<file path="config.mk">
export PLATFORM = sky130hd
export DESIGN_NAME = demux3_32b_buf
export DESIGN_NICKNAME = d
export VERILOG_FILES = /design/src/rtl/demux3_32b_buf.sv
export SDC_FILE = /design/constraint.sdc
export NUM_CORES = 1
export LEC_CHECK = 0
export ABC_AREA = 1
export ABC_CLOCK_PERIOD_IN_PS = 3340
export BUFFER_PORTS_ARGS = -buffer_cell sky130_fd_sc_hd__clkbuf_2
export CAP_MARGIN = 20
export CORE_ASPECT_RATIO = 2
export CORE_MARGIN = 3
export CORE_UTILIZATION = 54
export CTS_CLUSTER_SIZE = 14
export DETAILED_ROUTE_END_ITERATION = 16
export PLACE_DENSITY = 0.95
export SLEW_MARGIN = 5
export SYNTH_ARGS = -nofsm -noshare
export SYNTH_HDL_FRONTEND = slang
export SYNTH_SLANG_ARGS = --single-unit
</file>
<file path="constraint.sdc">
create_clock -name clock -period 3.34 [get_ports clock]
set_input_delay 0.334 -clock clock [delete_from_list [all_inputs] [get_ports clock]]
set_output_delay 0.334 -clock clock [all_outputs]
set_load 0.005 [all_outputs]
</file>
<file path="src/rtl/demux3_32b_buf.sv">
// 1-to-3 registered distributor: a 32-bit word stream is steered by a 2-bit
// control to one of three single-entry output buffers with valid/ready handshake.
module demux3_32b_buf #(
   parameter int WIDTH = 32,
   parameter int CNT_W = 8
) (
   input  logic             clock,
   input  logic             reset,
   input  logic [WIDTH-1:0] in_data,
   input  logic             in_valid,
   output logic             in_ready,
   input  logic [1:0]       control,
   output logic [WIDTH-1:0] out0,
   output logic [WIDTH-1:0] out1,
   output logic [WIDTH-1:0] out2,
   output logic [2:0]       out_valid,
   input  logic [2:0]       out_ready,
   output logic [CNT_W-1:0] xfer_count,
   output logic             sel_err
);

   typedef enum logic {
      ST_EMPTY = 1'b0,
      ST_FULL  = 1'b1
   } chan_state_t;

   logic [2:0]       w_sel_onehot;
   logic             w_sel_legal;
   logic             w_dest_free;
   logic             w_accept;
   logic [2:0]       w_drain;
   logic [1:0]       w_drain_cnt;
   logic [CNT_W-1:0] r_count;
   logic             r_sel_err;

   always_comb begin
      w_sel_onehot = 3'b000;
      case (control)
         2'b00:   w_sel_onehot = 3'b001;
         2'b01:   w_sel_onehot = 3'b010;
         2'b10:   w_sel_onehot = 3'b100;
         default: w_sel_onehot = 3'b000;
      endcase
   end

   // A full destination can still take a word when it drains in the same cycle.
   assign w_sel_legal = (control != 2'b11);
   assign w_dest_free = |(w_sel_onehot & (~out_valid | out_ready));
   assign in_ready    = reset & w_sel_legal & w_dest_free;
   assign w_accept    = in_valid & in_ready;
   assign w_drain     = out_valid & out_ready;

   generate
      for (genvar gi = 0; gi < 3; gi++) begin : g_chan
         chan_state_t      r_state;
         chan_state_t      w_state_next;
         logic             w_load;
         logic [WIDTH-1:0] r_data;

         always_ff @(posedge clock) begin
            if (!reset) begin
               r_state <= ST_EMPTY;
               r_data  <= '0;
            end else begin
               r_state <= w_state_next;
               if (w_load) begin
                  r_data <= in_data;
               end
            end
         end

         always_comb begin
            w_state_next = r_state;
            w_load       = w_accept & w_sel_onehot[gi];
            case (r_state)
               ST_EMPTY: if (w_load) w_state_next = ST_FULL;
               ST_FULL:  if (w_drain[gi] && !w_load) w_state_next = ST_EMPTY;
               default:  w_state_next = ST_EMPTY;
            endcase
         end

         assign out_valid[gi] = (r_state == ST_FULL);
      end
   endgenerate

   assign out0 = g_chan[0].r_data;
   assign out1 = g_chan[1].r_data;
   assign out2 = g_chan[2].r_data;

   assign w_drain_cnt = {1'b0, w_drain[0]} + {1'b0, w_drain[1]} + {1'b0, w_drain[2]};

   always_ff @(posedge clock) begin
      if (!reset) begin
         r_count   <= '0;
         r_sel_err <= 1'b0;
      end else begin
         r_count <= r_count + {{(CNT_W-2){1'b0}}, w_drain_cnt};
         if (in_valid && !w_sel_legal) begin
            r_sel_err <= 1'b1;
         end
      end
   end

   assign xfer_count = r_count;
   assign sel_err    = r_sel_err;

endmodule

</file>
# After elaboration in Yosys (flattened, before gate mapping)
# Cells that the tools add are included.
# W data, S select, Z words.
[word_totals]
output_inout_bits = 109
in_bits = 40
regBits = 108
[op_classes]
add_sub_neg = 3
mux = 10
bitwise_logic = 13
n_eq_ne = 3
n_reduce_logical = 10
[ops]
columns = ["op", "n"]
rows = [
  ["$pmux W3 S3", 1],
  ["$add A8 B2 Y8", 1],
  ["$and A1 B1 Y1", 6],
  ["$and A3 B3 Y3", 2],
  ["$mux W1", 6],
  ["$pmux W1 S2", 3],
  ["$logic_and A1 B1 Y1", 4],
  ["$logic_not A1 Y1", 4],
  ["$not A1 Y1", 3],
  ["$not A3 Y3", 1],
  ["$or A3 B3 Y3", 1],
  ["$reduce_or A3 Y1", 1],
  ["$add A1 B1 Y2", 1],
  ["$add A2 B1 Y2", 1],
  ["$eq A2 B1 Y1 const B", 1],
  ["$eq A2 B2 Y1 const B", 1],
  ["$logic_not A2 Y1", 1],
  ["$ne A2 B2 Y1 const B", 1],
]

# Depth between registers and ports, before layout
# Gate-level depths: netlist of the first run.
[logic_depth]
depth_word = 11
mapped_depth = 11
mapped_depth_nobuf = 11

# Worst setup path before layout of the first run
# No wires, ideal clock.
[synth_timing]
kind = "reg-to-reg"
start = "reg r_count[0], in the netlist xfer_count[0]"
end = "reg r_count[6], in the netlist xfer_count[6]"
arrival_time_ns = 2.000
path_slack_ns = 1.263
t_required_ns = 3.262
setup_ns = 0.078
stages_incl_launch_ff = 12
cell_sequence = "dfxtp_1 > inv_1 > fa_1 > inv_1 > ha_1 > inv_1 > fa_1 > nor2_1 > nand2_1 > nor2_1 > a21oi_1 > nor3_1"
[synth_via]
elab_chain_cells = 1
[synth_lines]
columns = ["item", "line_no", "source"]
rows = [
  ["start, declared", "33", "logic [CNT_W-1:0] r_count;"],
  ["start signal, assigned", "97", "r_count <= r_count + {{(CNT_W-2){1'b0}}, w_drain_cnt};"],
  ["$add A8 B2 Y8", "97", ""],
]
# No other way between the ends.
# A chain may end at the register's enable or synchronous reset.

# Worst setup path after layout of the first run
[layout_timing]
start = "reg g_chan[0].r_state"
end = "reg r_count[6], in the netlist xfer_count[6]"
[layout_via]
elab_chain_cells = 4
[layout_lines]
columns = ["item", "line_no", "source"]
rows = [
  ["start, declared", "55", "chan_state_t r_state;"],
  ["start signal, assigned", "65", "r_state <= w_state_next;"],
  ["$and A3 B3 Y3", "51", "assign w_drain = out_valid & out_ready;"],
  ["$add A1 B1 Y2", "90", "assign w_drain_cnt = {1'b0, w_drain[0]} + {1'b0, w_drain[1]} + {1'b0, w_drain[2]};"],
  ["$add A2 B1 Y2", "90", ""],
  ["$add A8 B2 Y8", "97", ""],
]
# No other way between the ends.

==> impl_metrics.toml, run 1 <==
[cells_and_area]
mostFrequentLayoutCell = "nand2_1"
drive_above_1_share_pct = 20.7
final_cell_mix = "nand2_1 (207), nor2_1 (200), clkbuf_2 (147)"
nFillCells = 700
n_antenna_cell = 0
nets = 869
syn2layout_area_growth_pct = 22.2

[setup_path]
worstPathRequired_ns = 3.61
crit_type = "reg2reg"
path_cells = "nand2_1 > fa_1 > inv_1 > ha_1 > inv_1 > fa_1 > nor2_1 > nand2_1 > nor2_1 > a21oi_1 > nor3_1"
crit_path_top_delay_cell = "fa_1"
cp_max_fo = 3
critPathLaunchType = "flop"
slowest_delay_ns = 0.45
crit_arrival_ns = 2.52
worst_setup_path_end_kind = "flop"

[clocking]
numCtsBuffers = 9
cts_tree = "yes"
path_clk_slew_ns = 0.07
cts-root-buf = "clkbuf_16"
holdBufCountCts = 0
cts_resized = 0
clock_sinks = 108
cts_buffer_depth = 2
clock_latency_ns = 0.34
cts_max_level = 3
post_cts_buffers = 0

[power]
powerDensity_mw_per_mm2 = 458
ir_worst_vdd_uv = 361
p_leak_nw = 3.29
p_total_w = 0.00253

[die]
core_sq_mm = 0.00806
pin_count = 149
start_util_pct = 56.2
num_rows = 46
die_width_um = 70.8
die_area_sq_mm = 0.00959
chipHeight_um = 136

[detailed_routing]
totalWireLength_um = 10600
ant_nets = 0
wl_per_cell_um = 11.5
route.detailed.drc = 0
drt_iter0_markers = 243
detail_route.vias_per_cell = 4.59
route.vias.total = 4248
first_pass_iters = 5

[grt]
busiest_layer = "met2"
grt.met1_usage_pct = 23.8
grt_overflow = 0
grt_max_degree = 101
grtUsageTotal_pct = 22.6
grt_pass1_vias = 3894
antenna_found_initial = 0
grtUsageMet2_pct = 42.8
grt_pass1_wl_um = 17400
met3_usage_pct = 5.13

[yosys]
avgSynthCellArea_sq_um = 6.52
synth_fp_nets = 739
yosys-top-cells-area = "dfxtp_1 (48%), nand2_1 (17%), nor2_1 (17%)"
yosys_warnings = 0
seq_area_frac_synth_pct = 47.7
synth_area_sq_mm = 0.00453
yosys.area.top_type = "dfxtp_1"
ys_types = 18
ys_seq_elements = 108
netlist.area_leader.share_pct = 47.7
synthCells = 695

[timing]
max_freq_mhz = 444
rsz0062_at_grt = "false"
setup_slack_ns = 1.09
timing.hold.ws_ns = 0.249
drv_slew = 0
setup_viol = 0
finalHoldViolCount = 0
slew-limit-headroom_pct = 31.7
fin_skew_ns = 0.00403
tns_ns = 0
period_share_pct = 67.5
timing.final.crit_period_ns = 2.25
worst_pin_slew_ns = 1.02

[run]
cap_violations = 0

[placed_design]
dp_hpwl_um = 7440
dp_slack_ns = 1.02
routabilityCongestion = 0.787
io_buffers = 148

[outcome]
outcome = "complete, no violations"

[hold_path]
hp-class = "in2reg"
## where the power goes
group | internal, W | leakage [nW] | switching, W
Sequential | 0.00132 | 0.873 | 0.0000145
Combinational | 0.0000632 | 2.27 | 0.000104
Clock | 0.000586 | 0.152 | 0.000450
## cells in the mapped netlist
| library cell | n |
|---|---|
| a21oi_1 | 12 |
| buf_2 | 12 |
| buf_4 | 3 |
| buf_6 | 6 |
| clkbuf_1 | 14 |
| dfxtp_1 | 108 |
| fa_1 | 2 |
| ha_1 | 2 |
| inv_1 | 114 |
| inv_2 | 1 |
| nand2_1 | 207 |
| nand3_1 | 2 |
| nand3_2 | 1 |
| nand4_1 | 4 |
| nor2_1 | 200 |
| nor3_1 | 3 |
| nor4_1 | 1 |
| o21ai_0 | 3 |
## stage by stage
step,cell area [sq um],cells,util (%)
floorplan,4530,695,-
global placement,5240,910,65.0
detailed placement,5240,910,65.0
CTS,5540,926,68.7
global route,5540,926,68.7
finish,5540,926,68.7
## kinds of logic (layout without fill, tap and decap cells)
kind of cell,after synthesis,count (layout),share of synthesized area (%)
simple gates,418,418,35.2
flops,108,108,47.7
fa+ha+maj,4,4,1.44
compound gates,15,15,1.66
buf+inv,150,285,14.0
## layer usage
layer	vias to the layer above	routed length [um]	part of all wire, %
li1	2253	-	-
met1	1871	4000	38
met2	109	5860	55
met3	15	535	5.0
met4	0	231	2.2
met5	-	0	0
## worst max-delay path: cells and delay by family (launching register included)
family | cells | cell delay [ns]
compound gates | 1 | 0.08
fa+ha+maj | 3 | 1.02
buf+inv | 2 | 0.13
flops | 1 | 0.34
simple gates | 5 | 0.61
## flip-flops by register name, summed over array words and instances (netlist names)
| register | flops |
|---|---|
| out0 | 32 |
| xfer_count | 8 |
| sel_err | 1 |
| g_chan.r_state | 3 |
| out1 | 32 |
| out2 | 32 |
## final cells by class
type | count | area, sq um | share of cell area, %
clock buffer | 13 | 280 | 5.06
clock inverter | 3 | 18.8 | 0.339
inverter | 115 | 432 | 7.80
multi-input combinational | 437 | 1730 | 31.3
sequential | 108 | 2160 | 39.1
tap | 96 | 120 | 2.17
timing repair buffer | 154 | 788 | 14.2
## final timing paths
check	from	end	slack [ns]	depth (start not counted)
setup / recovery	g_chan[0].r_state$_SDFF_PN0_	xfer_count[6]$_SDFF_PN0_	1.09	11
hold / removal	in_data[22]	out0[22]$_SDFFE_PN0P_	0.25	3
setup reg to reg	g_chan[0].r_state$_SDFF_PN0_	xfer_count[6]$_SDFF_PN0_	1.09	11
hold reg to reg	sel_err$_SDFFE_PN0P_	sel_err$_SDFFE_PN0P_	0.46	2
Power figures use the tool's default switching activity.
==> inputs of run 2 (changes only) <==
Settings changed: ABC_CLOCK_PERIOD_IN_PS 3340 to 2300, CORE_UTILIZATION 54 to 50, PLACE_DENSITY 0.95 to 0.9.
Clock period 3.34 ns to 2.3 ns, I/O delays scaled along.
==> impl_metrics.toml, run 2 (synthesized netlist as in run 1, its figures left out) <==
[timing]
worst_pin_slew_ns = 0.950
setup_viol = 0
rsz0062_at_grt = "false"
finalHoldViolCount = 0
fin_skew_ns = 0.00762
timing.hold.ws_ns = 0.150
tns_ns = 0
period_share_pct = 91.3
timing.final.crit_period_ns = 2.10
drv_slew = 0
slew-limit-headroom_pct = 36.6
max_freq_mhz = 476
setup_slack_ns = 0.200

[placed_design]
routabilityCongestion = 0.849
dp_slack_ns = 0.0519
dp_hpwl_um = 7520
postPlaceCellArea_sq_mm = 0.00525
io_buffers = 148

[die]
die_area_sq_mm = 0.0103
core_sq_mm = 0.00871
num_rows = 48
start_util_pct = 52.0
pin_count = 149
die_width_um = 73.3
chipHeight_um = 141

[power]
intPower_w = 0.00304
combPwrFrac_pct = 6.3
p_leak_nw = 3.31
sw_frac_of_total_pct = 21.4
p_seq_share_pct = 49.9
pwr-share-clk_pct = 43.8
power_switching_w = 0.000828
ir_worst_vdd_uv = 490
powerDensity_mw_per_mm2 = 691

[setup_path]
reg2reg_depth = 11
path_cells = "inv_1 > fa_1 > inv_1 > ha_1 > inv_1 > fa_2 > nor2_2 > nand2_1 > nor2_2 > a21oi_1 > nor3_1"
r2r-end = "xfer_count[6]$_SDFF_PN0_"
crit_path_top_delay_cell = "fa_1"
worstPathRequired_ns = 2.57
r2r_start = "xfer_count[0]$_SDFF_PN0_"
cp_max_fo = 3
path_buf_inv = 3
worst_setup_path_end_kind = "flop"
worstSetupPathDepth = 11
slowest_delay_ns = 0.46
crit_top_cell = "inv_1"
crit_type = "reg2reg"
critical-path-top-delay-family = "adder cells"
crit_arrival_ns = 2.37
critPathLaunchType = "flop"
rrSetupSlack_ns = 0.20

[clocking]
cts_tree = "yes"
holdBufCountCts = 0
path_clk_slew_ns = 0.07
cts_buffer_depth = 2
clock_sinks = 108
cts_max_level = 3
cts_resized = 0
post_cts_buffers = 0
cts-root-buf = "clkbuf_16"
numCtsBuffers = 9
clock_latency_ns = 0.34

[cells_and_area]
n_antenna_cell = 0
syn2layout_area_growth_pct = 23.6
mostFrequentLayoutCell = "nand2_1"
nFillCells = 782
final_cell_mix = "nand2_1 (207), nor2_1 (198), clkbuf_2 (147)"
nets = 869
final_util_pct = 64.3
drive_above_1_share_pct = 21.1
final_area_sq_mm = 0.00560

[grt]
grt_overflow = 0
grt_max_degree = 94
grtUsageTotal_pct = 21.4
grt_pass1_wl_um = 17700
grt_pass1_vias = 3978
antenna_found_initial = 0

[detailed_routing]
drt_iter0_markers = 231
route.detailed.drc = 0
ant_nets = 0
first_pass_iters = 4
route.vias.total = 4241
totalWireLength_um = 10600
wl_per_cell_um = 11.5
detail_route.vias_per_cell = 4.57

[outcome]
outcome = "complete, no violations"

[hold_path]
hold_end = "out2[20]$_SDFFE_PN0P_"
hp-class = "in2reg"
hold_start = "in_data[20]"
holdPathStages = 3

[run]
cap_violations = 0
-- run 2: changes by cell type in the layout (fill, tap and decap cells not counted) --
cell | before | now
clkbuf_8 | 4 | 3
dfxtp_1 | 108 | 107
dfxtp_2 | 0 | 1
fa_1 | 2 | 1
fa_2 | 0 | 1
nor2_1 | 200 | 198
buf_12 | 0 | 1
nor2_2 | 0 | 2
clkinv_2 | 2 | 0
bufinv_16 | 0 | 2
buf_4 | 7 | 6
-- run 2: cell type report --
class,count,area [sq um],share of cell area (%)
well taps,100,125,2.24
clock inverters,3,68.8,1.23
flip-flops and latches,108,2160,38.6
inverters,115,432,7.71
repair buffers,154,801,14.3
multi-input cells,437,1740,31.1
clock buffers,12,267,4.76
-- run 2: power by group through the flow --
| stage | clock [W] | sequential (W) | combinational [W] |
|---|---|---|---|
| 3_3_place_gp | 0 | 0.00197 | 0.000239 |
| 2_1_floorplan | 0 | 0.00198 | 0.000125 |
| 4_1_cts | 0.00173 | 0.00193 | 0.000245 |
| 6_report | 0.00170 | 0.00193 | 0.000243 |
| 3_5_place_dp | 0 | 0.00197 | 0.000243 |
| 5_1_grt | 0.00180 | 0.00193 | 0.000280 |
-- run 2: tightest hold or removal path, delay by kind of cell --
kind	cells	cell delay, ns
simple gates	2	0.12
buf+inv	1	0.10
-- run 2: worst max-delay path by stage --
stage	start	end	slack, ns
6_report	xfer_count[0]$_SDFF_PN0_	xfer_count[6]$_SDFF_PN0_	0.20
5_1_grt	g_chan[0].r_state$_SDFF_PN0_	xfer_count[6]$_SDFF_PN0_	0.02
4_1_cts	g_chan[0].r_state$_SDFF_PN0_	xfer_count[6]$_SDFF_PN0_	0.05
3_5_place_dp	g_chan[0].r_state$_SDFF_PN0_	xfer_count[6]$_SDFF_PN0_	0.05
3_3_place_gp	g_chan[0].r_state$_SDFF_PN0_	xfer_count[6]$_SDFF_PN0_	0.11
2_1_floorplan	xfer_count[0]$_SDFF_PN0_	xfer_count[6]$_SDFF_PN0_	0.22
-- run 2: per-stage QoR --
stage               total power [W]  std cells
global route                0.00401        929
floorplan                   0.00210        695
CTS                         0.00391        929
global placement            0.00221        914
detailed placement          0.00222        914
finish                      0.00387        929
-- run 2: per-layer routing --
metal / routed length [um] / track usage [%] / part of all wire (%) / vias to the layer above
met4: 419 / 10.5 / 3.9 / 0
li1: - / - / - / 2251
met5: 0 / 0 / 0 / -
met1: 4040 / 22.7 / 38 / 1848
met2: 5700 / 38.9 / 54 / 110
met3: 486 / 3.93 / 4.6 / 32
==> inputs of run 3 (changes only) <==
Settings changed: ABC_CLOCK_PERIOD_IN_PS 2300 to 1800, CORE_UTILIZATION 50 to 47, CTS_BUF_LIST from default to sky130_fd_sc_hd__clkbuf_4, PLACE_DENSITY 0.9 to 0.89.
Clock period 2.3 ns to 1.8 ns, I/O delays scaled along.
==> impl_metrics.toml, run 3 (synthesized netlist as in run 1, its figures left out) <==
[placed_design]
dp_hpwl_um = 7720
io_buffers = 148
routabilityCongestion = 0.815
dp_slack_ns = -0.333

[setup_path]
critPathLaunchType = "flop"
worst_setup_path_end_kind = "flop"
worstPathRequired_ns = 2.17
crit_type = "reg2reg"
crit_arrival_ns = 2.38
cp_max_fo = 3

[timing]
worst_pin_slew_ns = 0.461
rsz0062_at_grt = "true"
max_freq_mhz = 497
slew-limit-headroom_pct = 69.2
tns_ns = -0.440
timing.final.crit_period_ns = 2.01
setup_slack_ns = -0.211
timing.hold.ws_ns = 0.0531
drv_slew = 0
finalHoldViolCount = 0
period_share_pct = 112
setup_viol = 3
fin_skew_ns = 0.0283

[cells_and_area]
nets = 910
final_util_pct = 63.2
syn2layout_area_growth_pct = 30.8
drive_above_1_share_pct = 22.3
final_cell_mix = "nand2_1 (205), nor2_1 (197), clkbuf_2 (147)"
mostFrequentLayoutCell = "nand2_1"

[power]
powerDensity_mw_per_mm2 = 713
ir_worst_vdd_uv = 823
p_leak_nw = 3.43
p_total_w = 0.00422

[run]
cap_violations = 0

[grt]
grt_pass1_wl_um = 18400
antenna_found_initial = 1
grt_pass1_vias = 4105
grt_max_degree = 101
grt_overflow = 0
grtUsageTotal_pct = 21.6

[clocking]
cts_max_level = 3
numCtsBuffers = 9
cts-root-buf = "clkbuf_4"
path_clk_slew_ns = 0.15
cts_tree = "yes"
cts_buffer_depth = 2
clock_latency_ns = 0.45
clock_sinks = 108

[detailed_routing]
route.detailed.drc = 0
drt_iter0_markers = 211
totalWireLength_um = 11500
route.vias.total = 4417
detail_route.vias_per_cell = 4.53
ant_nets = 0
first_pass_iters = 4
wl_per_cell_um = 11.8

[outcome]
outcome = "complete, but fails checks"
violations = "setup timing"

[die]
die_area_sq_mm = 0.0109
core_sq_mm = 0.00938
start_util_pct = 48.3
die_width_um = 75.4
pin_count = 149
chipHeight_um = 145
num_rows = 50

[hold_path]
hp-class = "in2reg"
[run 3: changes by cell type in the layout (fill, tap and decap cells not counted), moves of 3 or more]
cell / before / now
inv_2: 1 / 4
clkbuf_16: 9 / 0
clkbuf_4: 0 / 9
clkbuf_8: 3 / 0
inv_1: 114 / 111
dlygate4sd3_1: 0 / 35
buf_12: 1 / 4
[run 3: critical path, cell delays in order, from the launching register on]
cell and delay, ns:
dfxtp_2 0.37, nand2_2 0.05, fa_2 0.44, inv_2 0.07, ha_4 0.13, inv_2 0.03
fa_2 0.37, nor2_4 0.11, nand2_2 0.06, nor2_2 0.13, a21oi_1 0.07, nor3_1 0.11
[run 3: final cells by class]
class	count	area [sq um]
inverters	115	432
diodes	1	2.50
repair buffers	195	1240
clock buffers	9	67.6
multi-input cells	437	1790
flip-flops and latches	108	2170
fillers	809	3460
clock inverters	7	97.6
well taps	104	130
[run 3: what timing repair did]
item | in CTS | in global routing
hold buffers | 35 | 0
pin swaps | 2 | 5
hold endpoints to repair | 96 | 0
gates resized for setup | 5 | 10
buffers inserted | 0 | 1
endpoints found under the setup margin | 7 | 7
[run 3: path summary, 6_finish.rpt]
check,startpoint,to,slack (ns),cells after the start
worst max-delay path,g_chan[0].r_state$_SDFF_PN0_,xfer_count[6]$_SDFF_PN0_,-0.21,11
worst min-delay path,out_ready[0],g_chan[0].r_state$_SDFF_PN0_,0.05,4
worst max register to register,g_chan[0].r_state$_SDFF_PN0_,xfer_count[6]$_SDFF_PN0_,-0.21,11
worst min register to register,sel_err$_SDFFE_PN0P_,sel_err$_SDFFE_PN0P_,0.46,2
[run 3: through the flow]
stage               area, sq um  instances
CTS                        5880        974
floorplan                  4540        695
global route               5930        976
global placement           5350        923
detailed placement         5350        923
finish                     5930        976
[run 3: report_power, final]
part / total, W / internal (W) / switching (W)
Sequential: 0.00247 / 0.00244 / 0.0000283
Clock: 0.00136 / 0.000572 / 0.000792
Combinational: 0.000388 / 0.000175 / 0.000213
Total: 0.00422 / 0.00319 / 0.00103
[run 3: metal layers]
metal,up-vias,track usage [%],wire [um]
met1,1937,23.3,4480
met2,119,38.9,6220
met4,0,11.2,438
met3,29,3.32,381
li1,2332,-,-
met5,-,0,0
